===== src/rtl/kfmmc_data_line_if.sv =====
// Sequencer/pad bundle for the KFMMC DAT0 bit engine.
// master = sequencer + pad side, slave = data line engine.
interface kfmmc_data_line_if;
  logic        mmc_sample_edge;
  logic        mmc_shift_edge;
  logic        start_communication;
  logic        data_io;
  logic        check_data_start_bit;
  logic        read_continuous_data;
  logic        clear_data_crc;
  logic        clear_data_interrupt;
  logic        mask_data_interrupt;
  logic        set_send_data;
  logic [7:0]  send_data;
  logic [7:0]  received_data;
  logic        mmc_is_in_connecting;
  logic        sent_data_interrupt;
  logic        received_data_interrupt;
  logic        start_bit_timeout;
  logic [15:0] data_crc16;
  logic        mmc_data_out;
  logic        mmc_data_oe;
  logic        mmc_data_in;

  modport master (
    output mmc_sample_edge, mmc_shift_edge,
    output start_communication, data_io,
    output check_data_start_bit,
    output read_continuous_data,
    output clear_data_crc, clear_data_interrupt,
    output mask_data_interrupt, set_send_data,
    output send_data, mmc_data_in,
    input  received_data, mmc_is_in_connecting,
    input  sent_data_interrupt,
    input  received_data_interrupt,
    input  start_bit_timeout, data_crc16,
    input  mmc_data_out, mmc_data_oe
  );

  modport slave (
    input  mmc_sample_edge, mmc_shift_edge,
    input  start_communication, data_io,
    input  check_data_start_bit,
    input  read_continuous_data,
    input  clear_data_crc, clear_data_interrupt,
    input  mask_data_interrupt, set_send_data,
    input  send_data, mmc_data_in,
    output received_data, mmc_is_in_connecting,
    output sent_data_interrupt,
    output received_data_interrupt,
    output start_bit_timeout, data_crc16,
    output mmc_data_out, mmc_data_oe
  );
endinterface


===== src/rtl/kfmmc_data_line.sv =====
// KFMMC DAT0 bit engine: one-byte serialise/deserialise with CRC16.
// Optional CRC16 logic built when KFMMC_DATA_CRC16_EN is defined.
module kfmmc_data_line #(
  parameter logic [15:0] START_TIMEOUT = 16'hFFFF
) (
  input logic              clock,
  input logic              reset,
  kfmmc_data_line_if.slave bus
);

  typedef enum logic [1:0] {
    IDLE, SEND, WAIT_START, RECV
  } state_t;

  state_t      r_state;
  state_t      w_next;
  logic [7:0]  r_tx;
  logic [6:0]  r_rx;
  logic [7:0]  r_rx_data;
  logic [2:0]  r_cnt;
  logic [15:0] r_tmo;
  logic        r_out;
  logic        r_oe;
  logic        r_sent;
  logic        r_recv;
  logic        r_tmo_flag;

  logic w_start;
  logic w_smp;
  logic w_crc_en;
  logic w_crc_bit;
  logic w_send_done;
  logic w_recv_done;
  logic w_timeout;

  assign w_start = bus.start_communication
                 && (r_state == IDLE);
  assign w_smp   = bus.mmc_sample_edge;

  always_ff @(posedge clock or posedge reset) begin
    if (reset) r_state <= IDLE;
    else       r_state <= w_next;
  end

  always_comb begin
    w_next      = r_state;
    w_crc_en    = 1'b0;
    w_crc_bit   = r_out;
    w_send_done = 1'b0;
    w_recv_done = 1'b0;
    w_timeout   = 1'b0;
    unique case (r_state)
      IDLE: begin
        if (w_start) begin
          if (!bus.data_io)
            w_next = SEND;
          else if (bus.check_data_start_bit)
            w_next = WAIT_START;
          else if (bus.read_continuous_data)
            w_next = RECV;
        end
      end
      SEND: begin
        // samples only count once a bit is on the pad
        if (w_smp && r_oe) begin
          w_crc_en = 1'b1;
          if (r_cnt == 3'd7) begin
            w_send_done = 1'b1;
            w_next      = IDLE;
          end
        end
      end
      WAIT_START: begin
        if (w_smp) begin
          if (!bus.mmc_data_in) begin
            w_next = RECV;
          end else if (r_tmo == START_TIMEOUT - 16'd1) begin
            w_timeout = 1'b1;
            w_next    = IDLE;
          end
        end
      end
      RECV: begin
        if (w_smp) begin
          w_crc_en  = 1'b1;
          w_crc_bit = bus.mmc_data_in;
          if (r_cnt == 3'd7) begin
            w_recv_done = 1'b1;
            w_next      = IDLE;
          end
        end
      end
      default: w_next = IDLE;
    endcase
  end

  always_ff @(posedge clock or posedge reset) begin
    if (reset) begin
      r_tx       <= 8'h00;
      r_rx       <= 7'h00;
      r_rx_data  <= 8'h00;
      r_cnt      <= 3'd0;
      r_tmo      <= 16'h0000;
      r_out      <= 1'b1;
      r_oe       <= 1'b0;
      r_tmo_flag <= 1'b0;
    end else begin
      if (w_start) begin
        r_cnt <= 3'd0;
        r_tmo <= 16'h0000;
        if (bus.set_send_data)
          r_tx <= bus.send_data;
      end
      if (r_state == SEND) begin
        if (w_smp && r_oe)
          r_cnt <= r_cnt + 3'd1;
        // sample of the same cycle is handled before the shift
        if (w_send_done) begin
          r_oe  <= 1'b0;
          r_out <= 1'b1;
        end else if (bus.mmc_shift_edge) begin
          r_out <= r_tx[7];
          r_tx  <= {r_tx[6:0], 1'b0};
          r_oe  <= 1'b1;
        end
      end
      if (r_state == WAIT_START && w_smp)
        r_tmo <= r_tmo + 16'd1;
      if (r_state == RECV && w_smp) begin
        r_rx  <= {r_rx[5:0], bus.mmc_data_in};
        r_cnt <= r_cnt + 3'd1;
      end
      if (w_recv_done) begin
        r_rx_data  <= {r_rx, bus.mmc_data_in};
        r_tmo_flag <= 1'b0;
      end
      if (w_timeout) begin
        r_rx_data  <= 8'hFF;
        r_tmo_flag <= 1'b1;
      end
    end
  end

  // a completion in the same cycle as a clear keeps the flag set
  always_ff @(posedge clock or posedge reset) begin
    if (reset) begin
      r_sent <= 1'b0;
      r_recv <= 1'b0;
    end else begin
      r_sent <= w_send_done
             | (r_sent & ~bus.clear_data_interrupt);
      r_recv <= w_recv_done | w_timeout
             | (r_recv & ~bus.clear_data_interrupt);
    end
  end

`ifdef KFMMC_DATA_CRC16_EN
  logic [15:0] r_crc;
  logic        w_fb;

  assign w_fb = r_crc[15] ^ w_crc_bit;

  always_ff @(posedge clock or posedge reset) begin
    if (reset)
      r_crc <= 16'h0000;
    else if (w_start && bus.clear_data_crc)
      r_crc <= 16'h0000;
    else if (w_crc_en)
      r_crc <= {r_crc[14:0], 1'b0}
             ^ (w_fb ? 16'h1021 : 16'h0000);
  end

  assign bus.data_crc16 = r_crc;
`else
  logic w_unused;
  assign w_unused = ^{w_crc_en, w_crc_bit,
                      bus.clear_data_crc};
  assign bus.data_crc16 = 16'h0000;
`endif

  assign bus.received_data        = r_rx_data;
  assign bus.mmc_is_in_connecting = (r_state != IDLE);
  assign bus.sent_data_interrupt  =
    r_sent & ~bus.mask_data_interrupt;
  assign bus.received_data_interrupt =
    r_recv & ~bus.mask_data_interrupt;
  assign bus.start_bit_timeout    = r_tmo_flag;
  assign bus.mmc_data_out         = r_out;
  assign bus.mmc_data_oe          = r_oe;

endmodule


===== src/flat_wrapper.sv =====
// flat-port wrapper written by rule: the top's interface ports become plain ports
module kfmmc_data_line_flat 
#(
  parameter logic [15:0] START_TIMEOUT = 16'hFFFF
)
  (clock, reset, bus_mmc_sample_edge, bus_mmc_shift_edge, bus_start_communication, bus_data_io, bus_check_data_start_bit, bus_read_continuous_data, bus_clear_data_crc, bus_clear_data_interrupt, bus_mask_data_interrupt, bus_set_send_data, bus_send_data, bus_mmc_data_in, bus_received_data, bus_mmc_is_in_connecting, bus_sent_data_interrupt, bus_received_data_interrupt, bus_start_bit_timeout, bus_data_crc16, bus_mmc_data_out, bus_mmc_data_oe);
  kfmmc_data_line_if bus_i ();
  input logic clock;
  input logic reset;
  input wire logic [$bits(bus_i.mmc_sample_edge)-1:0] bus_mmc_sample_edge;
  input wire logic [$bits(bus_i.mmc_shift_edge)-1:0] bus_mmc_shift_edge;
  input wire logic [$bits(bus_i.start_communication)-1:0] bus_start_communication;
  input wire logic [$bits(bus_i.data_io)-1:0] bus_data_io;
  input wire logic [$bits(bus_i.check_data_start_bit)-1:0] bus_check_data_start_bit;
  input wire logic [$bits(bus_i.read_continuous_data)-1:0] bus_read_continuous_data;
  input wire logic [$bits(bus_i.clear_data_crc)-1:0] bus_clear_data_crc;
  input wire logic [$bits(bus_i.clear_data_interrupt)-1:0] bus_clear_data_interrupt;
  input wire logic [$bits(bus_i.mask_data_interrupt)-1:0] bus_mask_data_interrupt;
  input wire logic [$bits(bus_i.set_send_data)-1:0] bus_set_send_data;
  input wire logic [$bits(bus_i.send_data)-1:0] bus_send_data;
  input wire logic [$bits(bus_i.mmc_data_in)-1:0] bus_mmc_data_in;
  output wire logic [$bits(bus_i.received_data)-1:0] bus_received_data;
  output wire logic [$bits(bus_i.mmc_is_in_connecting)-1:0] bus_mmc_is_in_connecting;
  output wire logic [$bits(bus_i.sent_data_interrupt)-1:0] bus_sent_data_interrupt;
  output wire logic [$bits(bus_i.received_data_interrupt)-1:0] bus_received_data_interrupt;
  output wire logic [$bits(bus_i.start_bit_timeout)-1:0] bus_start_bit_timeout;
  output wire logic [$bits(bus_i.data_crc16)-1:0] bus_data_crc16;
  output wire logic [$bits(bus_i.mmc_data_out)-1:0] bus_mmc_data_out;
  output wire logic [$bits(bus_i.mmc_data_oe)-1:0] bus_mmc_data_oe;
  assign bus_i.mmc_sample_edge = bus_mmc_sample_edge;
  assign bus_i.mmc_shift_edge = bus_mmc_shift_edge;
  assign bus_i.start_communication = bus_start_communication;
  assign bus_i.data_io = bus_data_io;
  assign bus_i.check_data_start_bit = bus_check_data_start_bit;
  assign bus_i.read_continuous_data = bus_read_continuous_data;
  assign bus_i.clear_data_crc = bus_clear_data_crc;
  assign bus_i.clear_data_interrupt = bus_clear_data_interrupt;
  assign bus_i.mask_data_interrupt = bus_mask_data_interrupt;
  assign bus_i.set_send_data = bus_set_send_data;
  assign bus_i.send_data = bus_send_data;
  assign bus_i.mmc_data_in = bus_mmc_data_in;
  assign bus_received_data = bus_i.received_data;
  assign bus_mmc_is_in_connecting = bus_i.mmc_is_in_connecting;
  assign bus_sent_data_interrupt = bus_i.sent_data_interrupt;
  assign bus_received_data_interrupt = bus_i.received_data_interrupt;
  assign bus_start_bit_timeout = bus_i.start_bit_timeout;
  assign bus_data_crc16 = bus_i.data_crc16;
  assign bus_mmc_data_out = bus_i.mmc_data_out;
  assign bus_mmc_data_oe = bus_i.mmc_data_oe;
  kfmmc_data_line #(.START_TIMEOUT(START_TIMEOUT)) u_core (.clock(clock), .reset(reset), .bus(bus_i));
endmodule

===== config.mk =====
export PLATFORM = sky130hd
export DESIGN_NAME = kfmmc_data_line_flat
export DESIGN_NICKNAME = d
export VERILOG_FILES = /design/src/rtl/kfmmc_data_line_if.sv /design/src/rtl/kfmmc_data_line.sv /design/src/flat_wrapper.sv
export SDC_FILE = /design/constraint.sdc
export NUM_CORES = 1
export LEC_CHECK = 0
export CELL_PAD_IN_SITES_DETAIL_PLACEMENT = 2
export CELL_PAD_IN_SITES_GLOBAL_PLACEMENT = 2
export CORE_MARGIN = 1
export CORE_UTILIZATION = 35
export CTS_CLUSTER_DIAMETER = 100
export CTS_CLUSTER_SIZE = 25
export DETAILED_ROUTE_END_ITERATION = 10
export PLACE_DENSITY = 0.91
export SLEW_MARGIN = 20
export SYNTH_ARGS = -nofsm -noshare
export SYNTH_HDL_FRONTEND = slang
export SYNTH_SLANG_ARGS = --single-unit

===== constraint.sdc =====
create_clock -name clock -period 3.6 [get_ports clock]
set_input_delay 0.72 -clock clock [delete_from_list [all_inputs] [get_ports clock]]
set_output_delay 0.72 -clock clock [all_outputs]
set_load 0.05 [all_outputs]

-- After elaboration in Yosys (flattened, before gate mapping)
Index checks and enable logic that the tools add are counted.
Widths: inputs -> output; s select.
- register bits after elaboration: 49
- bits of input ports: 21
- output and inout port bits: 30
- logic and storage cells: 83
- add/subtract/negate cells: 2
- eq/ne operators: 11
- muxes and demuxes: 39
- bitwise operators: 9
- reduce and logical (&&, ||, !) cells: 11
- operators with widths (cell ; number):
    $mux 8 ; 7
    $mux 16 ; 2
    $mux 2 ; 10
    $add 16x1->16 const B ; 1
    $eq 16x16->1 const B ; 1
    $mux 1 ; 15
    $mux 3 ; 4
    $pmux 2 s4 ; 1
    $reduce_bool 2->1 ; 4
    $reduce_and 6->1 ; 1
    $and 1x1->1 ; 4
    $eq 2x2->1 const B ; 2
    $logic_and 1x1->1 ; 4
    $ne 2x1->1 const B ; 2
    $ne 2x2->1 const B ; 2
    $ne 4x4->1 const B ; 1
    $add 3x1->3 const B ; 1
    $eq 3x3->1 const B ; 1
    $ne 3x2->1 const B ; 1
    $or 1x1->1 ; 3
    $eq 2x1->1 const B ; 1
    $logic_not 2->1 ; 1
    $not 1->1 ; 2
    $reduce_and 2->1 ; 1

-- Longest topological paths before layout
- depth in word-level cells: 7
- mapped depth: 7

-- Worst setup path after synthesis
OpenSTA, ideal clock, no wires.
- kind: input -> output
- start point: input port bus_mask_data_interrupt
- end point: output port bus_received_data_interrupt
- arrival time: 1.365 ns
- slack: 1.515 ns
- stages on the path: 1
- path buffers: 0
- path through: nor2_1
- word-level cells in the longest chain between the ends: 2
- ends and longest elaborated chain (element ; RTL line ; source):
    from (decl) ; flat_wrapper.sv:18 ; input wire logic [$bits(bus_i.mask_data_interrupt)-1:0] bus_mask_data_interrupt;
    $not 1->1 ; kfmmc_data_line.sv:186 ; r_recv & ~bus.mask_data_interrupt;
    $and 1x1->1 ; kfmmc_data_line.sv:186 ;
    to (decl) ; flat_wrapper.sv:25 ; output wire logic [$bits(bus_i.received_data_interrupt)-1:0] bus_received_data_interrupt;
Every way passes these cells.

-- Final worst setup path
- start point: register u_core.r_state[1]
- end point: output port bus_mmc_is_in_connecting
- word-level cells in the longest chain between the ends: 1
- ends and longest elaborated chain (element ; RTL line ; source):
    from (decl) ; kfmmc_data_line.sv:15 ; state_t r_state;
    from (signal assigned) ; kfmmc_data_line.sv:42 ; else r_state <= w_next;
    $reduce_bool 2->1 ; kfmmc_data_line.sv:182 ; assign bus.mmc_is_in_connecting = (r_state != IDLE);
    to (decl) ; flat_wrapper.sv:23 ; output wire logic [$bits(bus_i.mmc_is_in_connecting)-1:0] bus_mmc_is_in_connecting;
Every way passes these cells.

==> impl_results.md <==
- Outcome: finished, final reports clean
- Cts bufs inserted: 5
- Total grt overflow: 0
- Clk pin slew, worst setup/hold paths: 0.09 ns
- Hpwl dp: 4.27 mm
- Yosys warnings: 0
- RSZ-0062 raised after global routing: no
- Crit-path slowest cell: clkdlybuf4s50_1
- Pre-CTS worst setup slack: 0.785 ns
- Dpl cell area: 0.00283 mm2
- Detail-routed via count per cell: 5.08
- Min Tclk post-route: 2.80 ns
- Drt wl/cell: 16.9 um
- Max VDD drop: 0.262 mV
- Slew HR: 41.1%
- Least-Margin Pin Slew: 0.883 ns
- Post-synthesis instance total: 229
- Post-Route WL: 6.06 mm
- CTS Root Cell: clkbuf_8
- Type of origin of the critical path: flop
- Fmax: 357 MHz
- CTS resizes: 0
- Length in cells of the worst reg-to-reg path: 4
- Util after Layout: 42.9%
- Post-synth top area cell: dfrtp_1
- Top-count cell post-synth: dfrtp_1
- Share of cells above drive strength 1: 10.3%
- Largest delay share family, worst path: buffers and inverters
- Final hold violation count: 0
- CP bufs+invs: 2
- Static Leak: 0.00143 uW
- Hold depth: 1
- Final period util: 77.8%
- Avg Cell Area, Syn: 10.9 um2
- Asr flop ratio synth: 100%
- Fin area: 0.00293 mm2
- Netlist Area Pre-Place: 0.00249 mm2
- Clock tree buffer depth: 2
- First-pass GRT wire length: 10.1 mm
- Synth cell count leaders: 48 x dfrtp_1, 29 x nand2_1, 26 x mux2i_1
- Worst Path Max Fanout: 14
- Worst skew pair latency: 0.30 ns
- # setup viols final: 0
- # DRC: 0
- CP Data Required Time: 2.88 ns
- Fin Clk Skew: 0.00758 ns
- Placed insts: 351
- Critical path depth: 3
- P per Cell Area: 609 mW/mm2
- Crit path cell chain: nor2_1 -> inv_1 -> clkdlybuf4s50_1
- Die area: 0.00745 mm2
- Crit. End Element: output pin
- DRT Pass-1 Iters: 4
- Area delta synth->final: 17.9%
- Post-synth EDFFs: 0
- Fillers: 735
- GRT Total Usage: 17.6%
- Port bufs: 33
- DR iter-0 viols: 50
- GP Congestion: 0.724
- Total core area: 0.00683 mm2
- Post-route setup slack: 0.798 ns
- Vias in the first global route: 1999
- Share of the synthesized area in the top cell type: 48.3%
- CP arrival: 2.08 ns
- Final antenna-violating net count: 0
- Finished Layout Cells: 358
- Largest net degree at the start of global routing: 50
- Num rows: 30
- Largest cells by area after synthesis: dfrtp_1 48%, mux2i_1 10%, buf_4 5.1%
- Initial Utilization: 36.4%
- Height of the die: 86.3 um
- Vias: 1817
- Register area share after synthesis: 49.3%
- Unique masters post-synth: 46
- Setup Total Neg Slack: 0 ns
- Worst min-delay path class: flop to flop
- IO Pins: 51
- Depth of the CTS H-tree: 2
- #FFs+latches synth: 49
- Die Wd: 86.3 um
- Clock Sink Count: 49
- Initial antenna violation count: 0
- # nets final: 287
- TritonCTS clock tree: built
- Hold Buf Count CTS: 0
- Critical Path Max Stage Delay: 0.80 ns
- # Max-Cap Violations: 0
- ANT cells: 0
- Slew Viols, Final: 0
- Crit path kind: flop to output pin
- # Post-CTS Setup Buffers: 0
- Main synth FF type: dfrtp_1
==> flip-flops by register name (all words and copies together), names as in the netlist <==
signal	cells
u_core.r_tmo	16
u_core.bus.received_data	8
u_core.r_tx	8
u_core.r_rx	7
u_core.r_cnt	3
u_core.r_state	2
u_core.bus.mmc_data_oe	1
u_core.bus.mmc_data_out	1
u_core.bus.start_bit_timeout	1
u_core.r_recv	1
u_core.r_sent	1
==> cell families (layout without fill, tap and decap cells) <==
kind of cell             Yosys count  in the layout  share of synthesized area [%]
AO/OA/AOI/OAI                     29             29                           7.60
XOR/XNOR                           2              2                          0.704
adder cells (fa/ha/maj)            4              4                           2.01
buffers and inverters             31             49                           8.25
flip-flops                        49             49                           49.3
multiplexers                      35             35                           14.7
other                              1             16                          0.151
AND/OR/NAND/NOR                   78             78                           17.3
==> cells in the final DEF, fill, tap and decap left out, types with 2 or more instances in the layout <==
master           synthesis  final
clkbuf_8                 0      5
nand2_1                 29     29
nand3_1                  7      7
ha_1                     4      4
dfrtp_1                 48     48
a22o_1                   2      2
mux2i_1                 26     26
conb_1                   1     16
nor3_1                   2      2
and3_1                   2      2
clkinv_2                 0      2
o21ai_0                  6      6
nor2_1                  18     18
o211ai_1                 2      2
nand4_4                  2      2
clkdlybuf4s50_1          0     33
mux2_2                   8      8
inv_1                    8      7
nand4_1                  6      6
and3b_1                  2      2
a21oi_1                  9      9
==> per-layer routing <==
| layer | vias up | part of all wire, % | GRT usage (%) |
|---|---|---|---|
| met2 | 43 | 51 | 30.9 |
| met1 | 939 | 43 | 21.9 |
| li1 | 827 | - | - |
| met3 | 8 | 4.3 | 3.43 |
| met4 | 0 | 1.4 | 5.61 |
| met5 | - | 0 | 0 |
==> power by group <==
| part | switching, uW | total (uW) | internal [uW] |
|---|---|---|---|
| registers | 148 | 844 | 696 |
| logic | 326 | 556 | 231 |
| clock network | 182 | 384 | 202 |
| total | 656 | 1780 | 1130 |
==> final timing paths <==
path	to	slack, ns	start
max	bus_mmc_is_in_connecting	0.80	u_core.r_state[1]$_DFFE_PP0P_
min	u_core.r_tmo[13]$_DFFE_PP0P_	0.49	u_core.r_tmo[13]$_DFFE_PP0P_
max reg2reg	u_core.r_tx[2]$_DFF_PP0_	1.52	u_core.r_state[1]$_DFFE_PP0P_
min reg2reg	u_core.r_tmo[13]$_DFFE_PP0P_	0.49	u_core.r_tmo[13]$_DFFE_PP0P_
max in group asynchronous	u_core.r_tmo[9]$_DFFE_PP0P_	2.18	reset
min in group asynchronous	u_core.bus.received_data[1]$_DFFE_PP0P_	0.88	reset
==> cell type report <==
cell class | count | area, um2 | area share (%)
flip-flops and latches | 49 | 1230 | 41.9
multi-input cells | 164 | 1110 | 37.9
repair buffers | 34 | 338 | 11.5
inverters | 8 | 31.3 | 1.07
clock inverters | 2 | 35.0 | 1.20
clock buffers | 5 | 68.8 | 2.35
well taps | 96 | 120 | 4.10
==> per-stage QoR <==
stage               hold WS [ns]  total power (uW)
floorplan                  0.445              1250
global placement           0.460              1360
detailed placement         0.475              1400
CTS                        0.495              1810
global route               0.520              1890
finish                     0.490              1780
Note: power is estimated with default switching activity, not from simulation.
